**src/rtl/pipeline_types.sv**
```systemverilog
// Shared types and default timing for the single-wire pulse-width link.
// Both the transmit encoder and the receive-side edge timer take their
// T0H/T1H/TBIT values from here so the two ends always agree.
//   tx_state_t      : transmit FSM states
//   DEF_*           : default timing constants, in clock cycles
//   DEF_RX_T_SPLIT  : receive threshold; a high time at or above it decodes as 1
package pipeline_types;

    localparam int DEF_WIDTH      = 12;
    localparam int DEF_DATA_W     = 24;
    localparam int DEF_T0H        = 20;
    localparam int DEF_T1H        = 40;
    localparam int DEF_TBIT       = 63;
    localparam int DEF_TRESET     = 2600;

    // Receiver splits the 0/1 decision halfway between the two high times.
    localparam int DEF_RX_T_SPLIT = (DEF_T0H + DEF_T1H) / 2;

    typedef enum logic [1:0] {
        TX_IDLE  = 2'd0,
        TX_HIGH  = 2'd1,
        TX_LOW   = 2'd2,
        TX_LATCH = 2'd3
    } tx_state_t;

endpackage

```
**src/rtl/pulse_encoder_phase_timer.sv**
```systemverilog
// phase_timer: loadable down-counter that times each phase of the output line.
//   i_clk, i_reset_n : clock, asynchronous active-low reset
//   i_load           : load i_load_val this cycle (takes priority over counting)
//   i_load_val       : value to load; the phase then lasts i_load_val+1 cycles
//   o_zero           : counter is at zero (the final cycle of the current phase)
// The counter holds at zero instead of wrapping.
module phase_timer #(
    parameter int WIDTH = 12
) (
    input  logic             i_clk,
    input  logic             i_reset_n,
    input  logic             i_load,
    input  logic [WIDTH-1:0] i_load_val,
    output logic             o_zero
);

    logic [WIDTH-1:0] count_q, count_d;

    always_comb begin
        count_d = count_q;
        if (i_load) begin
            count_d = i_load_val;
        end else if (count_q != '0) begin
            count_d = count_q - WIDTH'(1);
        end
    end

    always_ff @(posedge i_clk or negedge i_reset_n) begin
        if (!i_reset_n) begin
            count_q <= '0;
        end else begin
            count_q <= count_d;
        end
    end

    assign o_zero = (count_q == '0);

endmodule

```
**src/rtl/pulse_encoder.sv**
```systemverilog
// pulse_encoder: turns parallel pixel words into a pulse-width-coded
// single-wire stream. Each bit is one TBIT-cycle period, high for T1H (1) or
// T0H (0) cycles, sent MSB first. A frame's last word is followed by TRESET
// low cycles (latch).
//   i_clk, i_reset_n : clock, asynchronous active-low reset
//   i_data, i_last   : word to send and end-of-frame flag, sampled at accept
//   i_valid, o_ready : input handshake
//   o_dout           : registered serial line
//   o_busy           : any state other than IDLE
//   o_state_dbg      : current FSM state, for observation
// Handshake: a word transfers on every rising edge where i_valid && o_ready.
// o_ready depends only on internal state, never on i_valid. It is high in
// IDLE and in the final LOW cycle of bit 0 of a non-last word, so a following
// word can start with no idle cycle in between.
module pulse_encoder
    import pipeline_types::*;
#(
    parameter int WIDTH  = DEF_WIDTH,
    parameter int DATA_W = DEF_DATA_W,
    parameter int T0H    = DEF_T0H,
    parameter int T1H    = DEF_T1H,
    parameter int TBIT   = DEF_TBIT,
    parameter int TRESET = DEF_TRESET
) (
    input  logic              i_clk,
    input  logic              i_reset_n,
    input  logic [DATA_W-1:0] i_data,
    input  logic              i_last,
    input  logic              i_valid,
    output logic              o_ready,
    output logic              o_dout,
    output logic              o_busy,
    output tx_state_t         o_state_dbg
);

    if (!(T0H > 0 && T0H < T1H && T1H < TBIT && TBIT <= 2 ** WIDTH &&
          TRESET > 0 && TRESET <= 2 ** WIDTH && DATA_W >= 2)) begin : g_bad_params
        $error("pulse_encoder: illegal timing parameters");
    end

    localparam int IDX_W = $clog2(DATA_W);

    // Timer reload values are one less than the phase length.
    localparam logic [WIDTH-1:0] T0H_M1    = WIDTH'(T0H - 1);
    localparam logic [WIDTH-1:0] T1H_M1    = WIDTH'(T1H - 1);
    localparam logic [WIDTH-1:0] T0L_M1    = WIDTH'(TBIT - T0H - 1);
    localparam logic [WIDTH-1:0] T1L_M1    = WIDTH'(TBIT - T1H - 1);
    localparam logic [WIDTH-1:0] TRESET_M1 = WIDTH'(TRESET - 1);
    localparam logic [IDX_W-1:0] IDX_MAX   = IDX_W'(DATA_W - 1);

    tx_state_t         state_q, state_d;
    logic [DATA_W-1:0] shift_q, shift_d;
    logic [IDX_W-1:0]  idx_q, idx_d;
    logic              last_q, last_d;
    logic              dout_q;

    logic              tmr_load;
    logic [WIDTH-1:0]  tmr_val;
    logic              tmr_zero;
    logic              ready;

    phase_timer #(.WIDTH(WIDTH)) u_timer (
        .i_clk      (i_clk),
        .i_reset_n  (i_reset_n),
        .i_load     (tmr_load),
        .i_load_val (tmr_val),
        .o_zero     (tmr_zero)
    );

    always_comb begin
        state_d  = state_q;
        shift_d  = shift_q;
        idx_d    = idx_q;
        last_d   = last_q;
        tmr_load = 1'b0;
        tmr_val  = '0;
        ready    = 1'b0;

        unique case (state_q)
            TX_IDLE: begin
                ready = 1'b1;
            end
            TX_HIGH: begin
                if (tmr_zero) begin
                    // Low time is the remainder of the bit period.
                    tmr_load = 1'b1;
                    tmr_val  = shift_q[DATA_W-1] ? T1L_M1 : T0L_M1;
                    state_d  = TX_LOW;
                end
            end
            TX_LOW: begin
                if (tmr_zero) begin
                    if (idx_q != '0) begin
                        // Next bit sits just below the current MSB.
                        shift_d  = {shift_q[DATA_W-2:0], 1'b0};
                        idx_d    = idx_q - IDX_W'(1);
                        tmr_load = 1'b1;
                        tmr_val  = shift_q[DATA_W-2] ? T1H_M1 : T0H_M1;
                        state_d  = TX_HIGH;
                    end else if (last_q) begin
                        tmr_load = 1'b1;
                        tmr_val  = TRESET_M1;
                        state_d  = TX_LATCH;
                    end else begin
                        // Offer a gap-free continuation; without a word the
                        // line simply idles low and no latch is sent.
                        ready   = 1'b1;
                        state_d = TX_IDLE;
                    end
                end
            end
            TX_LATCH: begin
                if (tmr_zero) begin
                    state_d = TX_IDLE;
                end
            end
            default: begin
                state_d = TX_IDLE;
            end
        endcase

        // Accept overrides whatever the state above decided.
        if (ready && i_valid) begin
            shift_d  = i_data;
            last_d   = i_last;
            idx_d    = IDX_MAX;
            tmr_load = 1'b1;
            tmr_val  = i_data[DATA_W-1] ? T1H_M1 : T0H_M1;
            state_d  = TX_HIGH;
        end
    end

    always_ff @(posedge i_clk or negedge i_reset_n) begin
        if (!i_reset_n) begin
            state_q <= TX_IDLE;
            shift_q <= '0;
            idx_q   <= '0;
            last_q  <= 1'b0;
            dout_q  <= 1'b0;
        end else begin
            state_q <= state_d;
            shift_q <= shift_d;
            idx_q   <= idx_d;
            last_q  <= last_d;
            // Registered from the next state so the line rises on the same
            // edge that enters HIGH.
            dout_q  <= (state_d == TX_HIGH);
        end
    end

    assign o_ready     = ready;
    assign o_dout      = dout_q;
    assign o_busy      = (state_q != TX_IDLE);
    assign o_state_dbg = state_q;

endmodule

```
**config.mk**
```make
export PLATFORM = sky130hd
export DESIGN_NAME = pulse_encoder
export DESIGN_NICKNAME = d
export VERILOG_FILES = /design/src/rtl/pipeline_types.sv /design/src/rtl/pulse_encoder_phase_timer.sv /design/src/rtl/pulse_encoder.sv
export SDC_FILE = /design/constraint.sdc
export NUM_CORES = 1
export LEC_CHECK = 0
export CAP_MARGIN = 5
export CORE_UTILIZATION = 59
export CTS_CLUSTER_DIAMETER = 200
export CTS_CLUSTER_SIZE = 30
export DETAILED_ROUTE_END_ITERATION = 6
export PLACE_DENSITY = 0.85
export SLEW_MARGIN = 20
export SYNTH_ARGS = -nofsm -noshare
export SYNTH_HDL_FRONTEND = slang
export SYNTH_HIERARCHICAL = 1
export SYNTH_SLANG_ARGS = --single-unit
```
**constraint.sdc**
```tcl
create_clock -name i_clk -period 5.8 [get_ports i_clk]
set_clock_uncertainty 0.15 [all_clocks]
set_input_delay 1.16 -clock i_clk [delete_from_list [all_inputs] [get_ports i_clk]]
set_output_delay 1.16 -clock i_clk [all_outputs]
set_load 0.03 [all_outputs]
```
Word-level counts from Yosys, hierarchy flattened
Cells that the tools add are included.
{"block": "classes", "addsub": 2, "multipliers": 0, "div_mod_pow": 0, "order_cmp": 0, "eq_ne": 4, "shift": 0, "muxes": 36, "bitwise": 0, "n_reduce_logical": 11}
{"op": "24-bit 2-to-1 mux", "n": 4}
{"op": "12-bit 2-to-1 mux", "n": 6}
{"op": "6-bit 2-to-1 mux", "n": 4}
{"op": "12-bit one-hot mux with 2 select lines", "n": 1}
{"op": "5-bit 2-to-1 mux", "n": 4}
{"op": "12-bit zero test", "n": 1}
{"op": "2-bit 2-to-1 mux", "n": 6}
{"op": "12-bit nonzero test", "n": 1}
{"op": "12-bit by 1-bit subtractor with 12-bit output (second input constant)", "n": 1}
{"op": "2-bit nonzero test", "n": 5}
{"op": "1-bit 2-to-1 mux", "n": 8}
{"op": "2-bit one-hot mux with 3 select lines", "n": 1}
{"op": "5-bit nonzero test", "n": 1}
{"op": "5-bit by 1-bit subtractor with 5-bit output (second input constant)", "n": 1}
{"op": "2-bit by 1-bit equality test with 1-bit output (second input constant)", "n": 2}
{"op": "2-bit equality test (second input constant)", "n": 2}
{"op": "1-bit one-hot mux with 2 select lines", "n": 2}
{"op": "3-bit AND reduction", "n": 1}
{"op": "2-bit zero test", "n": 1}
{"op": "1-bit logical AND", "n": 1}
{"block": "totals", "reg_bits": 45, "latch_bits": 0, "ramBits": 0, "mem_bits_ro": 0, "input_bits": 28, "output_inout_bits": 5, "mem_count": 0}

Depth between registers and ports, before layout
{"block": "depth", "ltp_word": 7, "depth_mapped": 14, "ltp_nobuf": 12}

Modules after synthesis
The synthesis kept the hierarchy.
{"mod": "pulse_encoder", "n_inst": 1, "cells_per_inst": 212, "area_per_inst_um2": 1790.5}
{"mod": "phase_timer", "n_inst": 1, "cells_per_inst": 72, "area_per_inst_um2": 730.7}

Worst setup path before layout
No wires, ideal clock.
{"block": "synth_timing", "path_type": "register to output", "start": "reg u_timer.count_q[0]", "end": "out o_ready", "arrival_ps": 2441, "required_time_ps": 4490, "path_slack_ps": 2049, "path_stages_with_launch": 10, "path_cell_list": "dfrtp_1 inv_1 ha_1 nor4b_2 nand3_1 inv_2 and2_1 clkbuf_1 nand2_1 o21ai_0"}
{"block": "synth_via", "elab_chain_cells": 3}
{"element": "start: declaration", "line": "pulse_encoder_phase_timer.sv:17", "source": "logic [WIDTH-1:0] count_q, count_d;"}
{"element": "start signal: assignment", "line": "pulse_encoder_phase_timer.sv:32", "source": "count_q <= count_d;"}
{"element": "12-bit zero test", "line": "pulse_encoder_phase_timer.sv:36", "source": "assign o_zero = (count_q == '0);"}
{"element": "named net tmr_zero", "line": "pulse_encoder.sv:59", "source": "logic tmr_zero;"}
{"element": "1-bit 2-to-1 mux", "line": "pulse_encoder.sv:92", "source": "if (tmr_zero) begin"}
{"element": "1-bit one-hot mux with 2 select lines", "line": "pulse_encoder.sv:79", "source": "unique case (state_q)"}
{"element": "end: declaration", "line": "pulse_encoder.sv:30", "source": "output logic o_ready,"}
The timed path passes the listed nets, and every way through them passes these cells.

Final worst setup path
Ends and elaborated chain as after synthesis.

==> out/results.tsv <==
stage	metric	value	unit
yosys	Adder-Cell Fraction of Synth Area	0.0447	
cts	clock buffer depth	2	
sta	final hold vios	0	
yosys	Post-synth EDFFs	0	
drt	Avg WL per Cell	13.5	um
floorplanning	Cell Rows	23	
drt	highest routed metal layer	met4	
worst_setup_path	CP arrival	3.12	ns
yosys	Synth Area in XOR/XNOR	0.0342	
grt	pin count of the biggest net entering global routing	57	
final_layout	final instance area	0.00294	mm2
grt	first-pass GRT wire length	8630	um
drt	met3 wire length	170	um
cts	insertion delay to the later sink of the worst-skew pair	0.30	ns
hold_path	Hold WC Path Type	reg -> reg	
placed_design	IO Port Bufs	32	
yosys	main combinational cell family by area after synthesis	simple AND/OR/NAND/NOR gates	
hold_path	worst hold endpoint	shift_q[0]	
yosys	Syn Area/Cell	8.88	um2
final_layout	Nets	349	
yosys	synth unique cells	53	
yosys	Post-Synth Simple-Gate Area	0.242	
drt	Vias/cell	5.62	
sta	Slew @ Worst Pin	0.965	ns
placed_design	routability cong.	0.835	
sta	number of setup violations in the final report	0	
worst_setup_path	Req. time, crit path	4.49	ns
grt	GRT Overall Usage	0.255	
power_and_ir_drop	Lkg Pwr	1.25	nW
grt	vias in the first global route	1917	
final_layout	fillers	300	
drt	Vias	2035	
power_and_ir_drop	pwr dens	182	mW/mm2
floorplanning	Die H	67.4	um
worst_setup_path	critical path peak fanout	11	
power_and_ir_drop	Clk pwr share	0.366	
floorplanning	Ports	33	
yosys	Mapped Area	0.00252	mm2
grt	total gr overflow	0	
cts	CTS Buf Count	5	
yosys	multiplexer area fraction after synthesis	0.0129	
floorplanning	Starting Density	0.621	
yosys	Gate Count Post-Synth	284	
worst_setup_path	CP Launch Type	flop	
sta	Max Fclk	226	MHz
cts	CTS HTree Levels	2	
worst_setup_path	r2r startpoint	u_timer/count_q[0]	
yosys	area fraction in compound gates after synthesis	0.165	
yosys	FF+latch count, synth	45	
sta	normalized max-slew margin	0.357	
cts	CTS Root Cell	clkbuf_8	
drt	# DRC	0	
yosys	asr flop ratio synth	1.00	
final_layout	Area growth syn-to-layout	16.5	%
power_and_ir_drop	P_sw	0.111	mW
final_layout	share of cells above drive strength 1	0.0673	
sta	RSZ-0062 raised after global routing	false	
hold_path	Hold Path Stages	2	
run_status	run status	finished, final reports clean	
yosys	sequential cell area fraction in the yosys report	0.447	
worst_setup_path	Crit. End Element	output pin	
power_and_ir_drop	VDD IR-drop max	0.118	mV
drt	Post-DRT Antenna Nets	0	
yosys	synthesis warning total	6	
sta	Hold Worst Slack	0.370	ns
placed_design	detailed-placement wirelength estimate	3370	um
worst_setup_path	Reg-to-Reg End	u_timer/count_q[11]	
cts	postcts setup bufs	0	
yosys	Synth Flop Type	dfrtp_1	
cts	clock sink total	45	
final_layout	Multi-input gate area	0.00129	mm2
cts	Hold-fix buffers, CTS	0	
final_layout	FF+latch area	0.00113	mm2
floorplanning	die area	0.00454	mm2
sta	Pins Over Slew Limit	0	
drt	met1 WL	2340	um
final_layout	# diodes	0	
grt	initial antenna violation count	0	
cts	Gates resized, CTS repair	0	
power_and_ir_drop	P_int	0.424	mW
sta	period utilization	0.765	
sta	Fin Setup TNS	0	ns
drt	Post-Route WL	4890	um
floorplanning	Core Box Area	0.00406	mm2
cts	CTS clock-pin slew for the worst setup and hold paths	0.08	ns
power_and_ir_drop	Gate power share	0.048	
worst_setup_path	R2R cell count	10	
drt	DR WL met2	2300	um
placed_design	placed inst area	0.00285	mm2
flow_run	max-cap viol count	0	
worst_setup_path	WS Path Type	reg -> out	
cts	CTS tree	built	
floorplanning	Die X	67.4	um
power_and_ir_drop	Sw Share	0.207	
drt	1st-pass router iterations	4	
drt	Iter 0 DRT Violations	152	
power_and_ir_drop	share of power burned in registers	0.586	
worst_setup_path	r2r setup slk	2.26	ns
hold_path	Min-Delay Startpoint	shift_q[0]	
sta	Tmin final	4.43	ns
registers in the layout, indices dropped and copies added (netlist names):
signal,flops
o_dout,1
shift_q,24
last_q,1
o_state_dbg,2
idx_q,5
u_timer/count_q,12
power groups by stage:
stage	combinational [mW]	sequential (mW)	clock, mW
4_1_cts	0.0259	0.313	0.200
6_report	0.0256	0.313	0.196
3_3_place_gp	0.0255	0.320	0
3_5_place_dp	0.0257	0.320	0
2_1_floorplan	0.000822	0.320	0
5_1_grt	0.0285	0.313	0.210
layout make-up:
class,instances,share of cell area
sequential,45,0.383
clock buffer,7,0.0294
multi-input combinational,215,0.440
inverter,12,0.0153
timing repair buffer,33,0.111
tap,50,0.0213
worst max path at each step:
stage	end	start	slack (ns)	cells past startpoint
floorplan	o_ready	u_timer/count_q[0]	2.05	9
global placement	o_ready	u_timer/count_q[0]	1.78	9
detailed placement	o_ready	u_timer/count_q[0]	1.70	9
CTS	o_ready	u_timer/count_q[0]	1.36	9
global route	o_ready	u_timer/count_q[0]	1.05	9
finish	o_ready	u_timer/count_q[0]	1.37	9
layout by cell type, fill, tap and decap left out, types with 2 or more instances in the layout:
| cell type | instances |
|---|---|
| nand2_1 | 65 |
| o211ai_1 | 2 |
| xor2_1 | 4 |
| inv_1 | 11 |
| a211oi_1 | 2 |
| o21ai_0 | 5 |
| clkbuf_8 | 6 |
| nor3_1 | 4 |
| clkdlybuf4s50_1 | 31 |
| nor2_1 | 30 |
| xnor2_1 | 4 |
| a31oi_1 | 24 |
| dfrtp_1 | 45 |
| mux2_2 | 2 |
| a22o_1 | 3 |
| nor4_2 | 2 |
| nor4b_2 | 2 |
| and2_1 | 3 |
| and3_1 | 2 |
| o31ai_1 | 2 |
| buf_4 | 2 |
| o21ai_1 | 6 |
| a21oi_1 | 5 |
| o31a_1 | 3 |
| ha_1 | 9 |
| conb_1 | 4 |
| nor2b_1 | 3 |
| nand3_1 | 6 |
cell usage after synthesis, types with 2 or more instances:
cell	number	area (um2)
nand2_1	65	244
dfrtp_1	45	1130
nor2_1	30	113
a31oi_1	24	150
inv_1	11	41.3
ha_1	9	113
clkbuf_1	8	30.0
nand3_1	6	30.0
o21ai_1	6	30.0
a21oi_1	5	25.0
o21ai_0	5	25.0
nor3_1	4	20.0
xnor2_1	4	35.0
xor2_1	4	35.0
a22o_1	3	26.3
and2_1	3	18.8
buf_6	3	33.8
nor2b_1	3	18.8
o31a_1	3	26.3
a211oi_1	2	15.0
and3_1	2	12.5
buf_2	2	10.0
buf_4	2	15.0
mux2_2	2	22.5
nor4_2	2	25.0
nor4b_2	2	30.0
o211ai_1	2	15.0
o31ai_1	2	15.0
metal layers:
| layer | track usage | vias to the layer above |
|---|---|---|
| met2 | 0.413 | 42 |
| met5 | 0 | - |
| met4 | 0.0931 | 0 |
| met3 | 0.0524 | 7 |
| li1 | - | 1037 |
| met1 | 0.336 | 949 |
worst max-delay path, stage by stage (launching register included):
cell             delay, ns
dfrtp_1               0.41
inv_1                 0.12
ha_1                  0.15
nor4b_2               0.35
nand3_1               0.23
inv_2                 0.23
and2_1                0.40
nand2_1               0.09
o21ai_0               0.16
clkdlybuf4s50_1       0.69
metrics by stage:
stage	setup WS [ns]	util	power [mW]	cells
2_1_floorplan	2.05	-	0.321	287
3_3_place_gp	1.78	0.702	0.345	355
3_5_place_dp	1.70	0.702	0.345	355
4_1_cts	1.36	0.723	0.539	362
5_1_grt	1.05	0.724	0.552	362
6_report	1.37	0.724	0.535	362
cells by family after synthesis:
kind of cell,after synthesis
adders and majority gates,9
and+or+nand+nor,128
buffers and inverters,27
AOI/OAI and AO/OA,62
xor gates and xnor gates,9
other,1
muxes,3
DFF,45
Power figures use the tool's default switching activity.
==> edit (same flow settings) <==
`shift_q` no longer has a reset.
--- a/src/rtl/pulse_encoder.sv
+++ b/src/rtl/pulse_encoder.sv
@@ -133,19 +133,21 @@
     always_ff @(posedge i_clk or negedge i_reset_n) begin
         if (!i_reset_n) begin
             state_q <= TX_IDLE;
-            shift_q <= '0;
             idx_q   <= '0;
             last_q  <= 1'b0;
             dout_q  <= 1'b0;
         end else begin
             state_q <= state_d;
-            shift_q <= shift_d;
             idx_q   <= idx_d;
             last_q  <= last_d;
             // Registered from the next state so the line rises on the same
             // edge that enters HIGH.
             dout_q  <= (state_d == TX_HIGH);
         end
+    end
+
+    always_ff @(posedge i_clk) begin
+        shift_q <= shift_d;
     end
 
     assign o_ready     = ready;
Behaviour: same outputs for any inputs over 10 cycles, from zero or initial values and one cycle with i_reset_n low; that may be too few to reach the edited logic, so the function may still have changed.
==> edit against the unedited design <==
- area after synthesis down 1.5%
- non-clock buffer count up 1
- fmax up 0.21%
- register-to-register slack better by 120 ps
- final area down 0.60%
- setup slack better by 9.2 ps
- via count down 9.9%
- cell count down 7.5%
- wire length down 4.4%
- worst hold slack better by 6.6 ps
- sequential cell count unchanged
- first-iteration DRC count down 21%
- total power up 0.89%
- critical path type unchanged
- highest routed layer unchanged
==> edit: results (changes against the unedited design) <==
stage	metric	value	unit	change
pwr	peakVddDrop	0.171	mV	was 0.118 mV
synthesis	synth_edf_count	24		was 0
hold_path	hold_class	flip-flop to flip-flop		unchanged
cells_and_area	fillCellCount	315		was 300
placed_design	dp_hpwl	3400	um	was 3370 um
global_route	grt_pass1_wl	7910	um	was 8630 um
drt	wl	4670	um	was 4890 um
synthesis	synth.distinct_cells	57		was 53
global_route	gr-usage-all-layers	24.3	%	was 25.5%
synthesis	yosys_warnings	6		unchanged
drt	via_per_inst	5.47		was 5.62
cells_and_area	drive_above_1_share	8.07	%	was 6.73%
clocking	ctsResizeCount	0		unchanged
placed_design	gp_congestion	0.820		was 0.835
placed_design	pre_cts_ws	1670	ps	was 1700 ps
cells_and_area	antenna_cells	0		unchanged
synthesis	yosysSeqAreaShare	50.2	%	was 44.7%
cells_and_area	top_regs	shift_q (24), u_timer/count_q (12), idx_q (5)		unchanged
drt	drt_first_iter_violations	120		was 152
sta	worst_slew_pin_slew	967	ps	was 965 ps
clocking	clk-insertion-delay-late	290	ps	
clocking	clkSlewWorstSetupHoldPaths	80	ps	about the same
status	outcome	completed		unchanged
drt	firstDrtPassIters	4		unchanged
pwr	p_leak	1.12	nW	was 1.25 nW
synthesis	synth_common_cells	nand2_1 (84), edfxtp_1 (24), dfrtp_1 (21), inv_1 (11), ha_1 (9)		was nand2_1 (65), dfrtp_1 (45), nor2_1 (30), a31oi_1 (24), inv_1 (11)
synthesis	synth.area.top_cells	edfxtp_1 (29%), dfrtp_1 (21%), nand2_1 (13%)		was dfrtp_1 (45%), nand2_1 (9.7%), a31oi_1 (6.0%)
global_route	grt_start_max_net_pins	33		was 57
clocking	cts_setup_buffers	0		unchanged
setup_path	worstPathMaxFanout	10		was 11
synthesis	async_flop_share	46.7	%	was 100%
setup_path	critPathArrivalTime	3110	ps	was 3120 ps
placed_design	port-buffer-count	32		unchanged
global_route	grt_pass1_vias	1798		was 1917
cells_and_area	nNetsFinal	321		was 349
==> edit: cells by family after synthesis <==
| group | Yosys count | share of synthesized area (%) |
|---|---|---|
| XOR/XNOR | 9 | 3.18 |
| buffers and inverters | 21 | 4.08 |
| multiplexers | 3 | 1.31 |
| AO/OA/AOI/OAI | 40 | 12.5 |
| flip-flops | 45 | 50.2 |
| AND/OR/NAND/NOR | 121 | 24.0 |
| adder cells (fa/ha/maj) | 9 | 4.54 |
| other | 1 | 0.151 |
==> edit: power by group <==
| group | internal (mW) | switching [mW] |
|---|---|---|
| Sequential | 0.334 | 0 |
| Combinational | 0.0161 | 0.00616 |
| Clock | 0.0852 | 0.0981 |
| Total | 0.435 | 0.104 |
==> edit: layout make-up <==
| cell class | count | area share (%) |
|---|---|---|
| clock buffer | 7 | 2.61 |
| clock inverter | 1 | 0.257 |
| inverter | 12 | 1.54 |
| multi-input combinational | 186 | 39.3 |
| sequential | 45 | 42.7 |
| tap | 50 | 2.14 |
| timing repair buffer | 34 | 11.5 |
==> edit: worst max-delay path, cell delays in order (launching register included) <==
cell and delay [ps]:
dfrtp_1 410, inv_1 140, ha_1 160, nor4b_2 350
nand3_1 230, inv_2 220, and2_1 410, nand2_1 90
o21ai_0 140, clkdlybuf4s50_1 680
==> edit: final timing paths <==
kind	start	endpoint	slack, ps	cells after the start
min in group asynchronous	i_reset_n	idx_q[2]	1240	1
worst max register to register	u_timer/count_q[0]	u_timer/count_q[11]	2380	10
max in group asynchronous	i_reset_n	u_timer/count_q[1]	3680	1
worst min-delay path	shift_q[12]	shift_q[13]	380	2
worst min register to register	shift_q[12]	shift_q[13]	380	2
worst max-delay path	u_timer/count_q[0]	o_ready	1380	9
==> edit: through the flow <==
step           cells  power [mW]  cell area, sq um
2_1_floorplan    252       0.342              2490
3_5_place_dp     327       0.363              2840
4_1_cts          335       0.546              2920
5_1_grt          335       0.558              2920
3_3_place_gp     327       0.363              2840
6_report         335       0.539              2920
==> edit: metal layers <==
metal  track usage [%]  wire length (um)  vias up
met5                 0                 0        -
met4              7.45                55        0
met3              5.65               139        4
met2              41.4              2350       34
met1              30.5              2130      866
li1                  -                 -      930
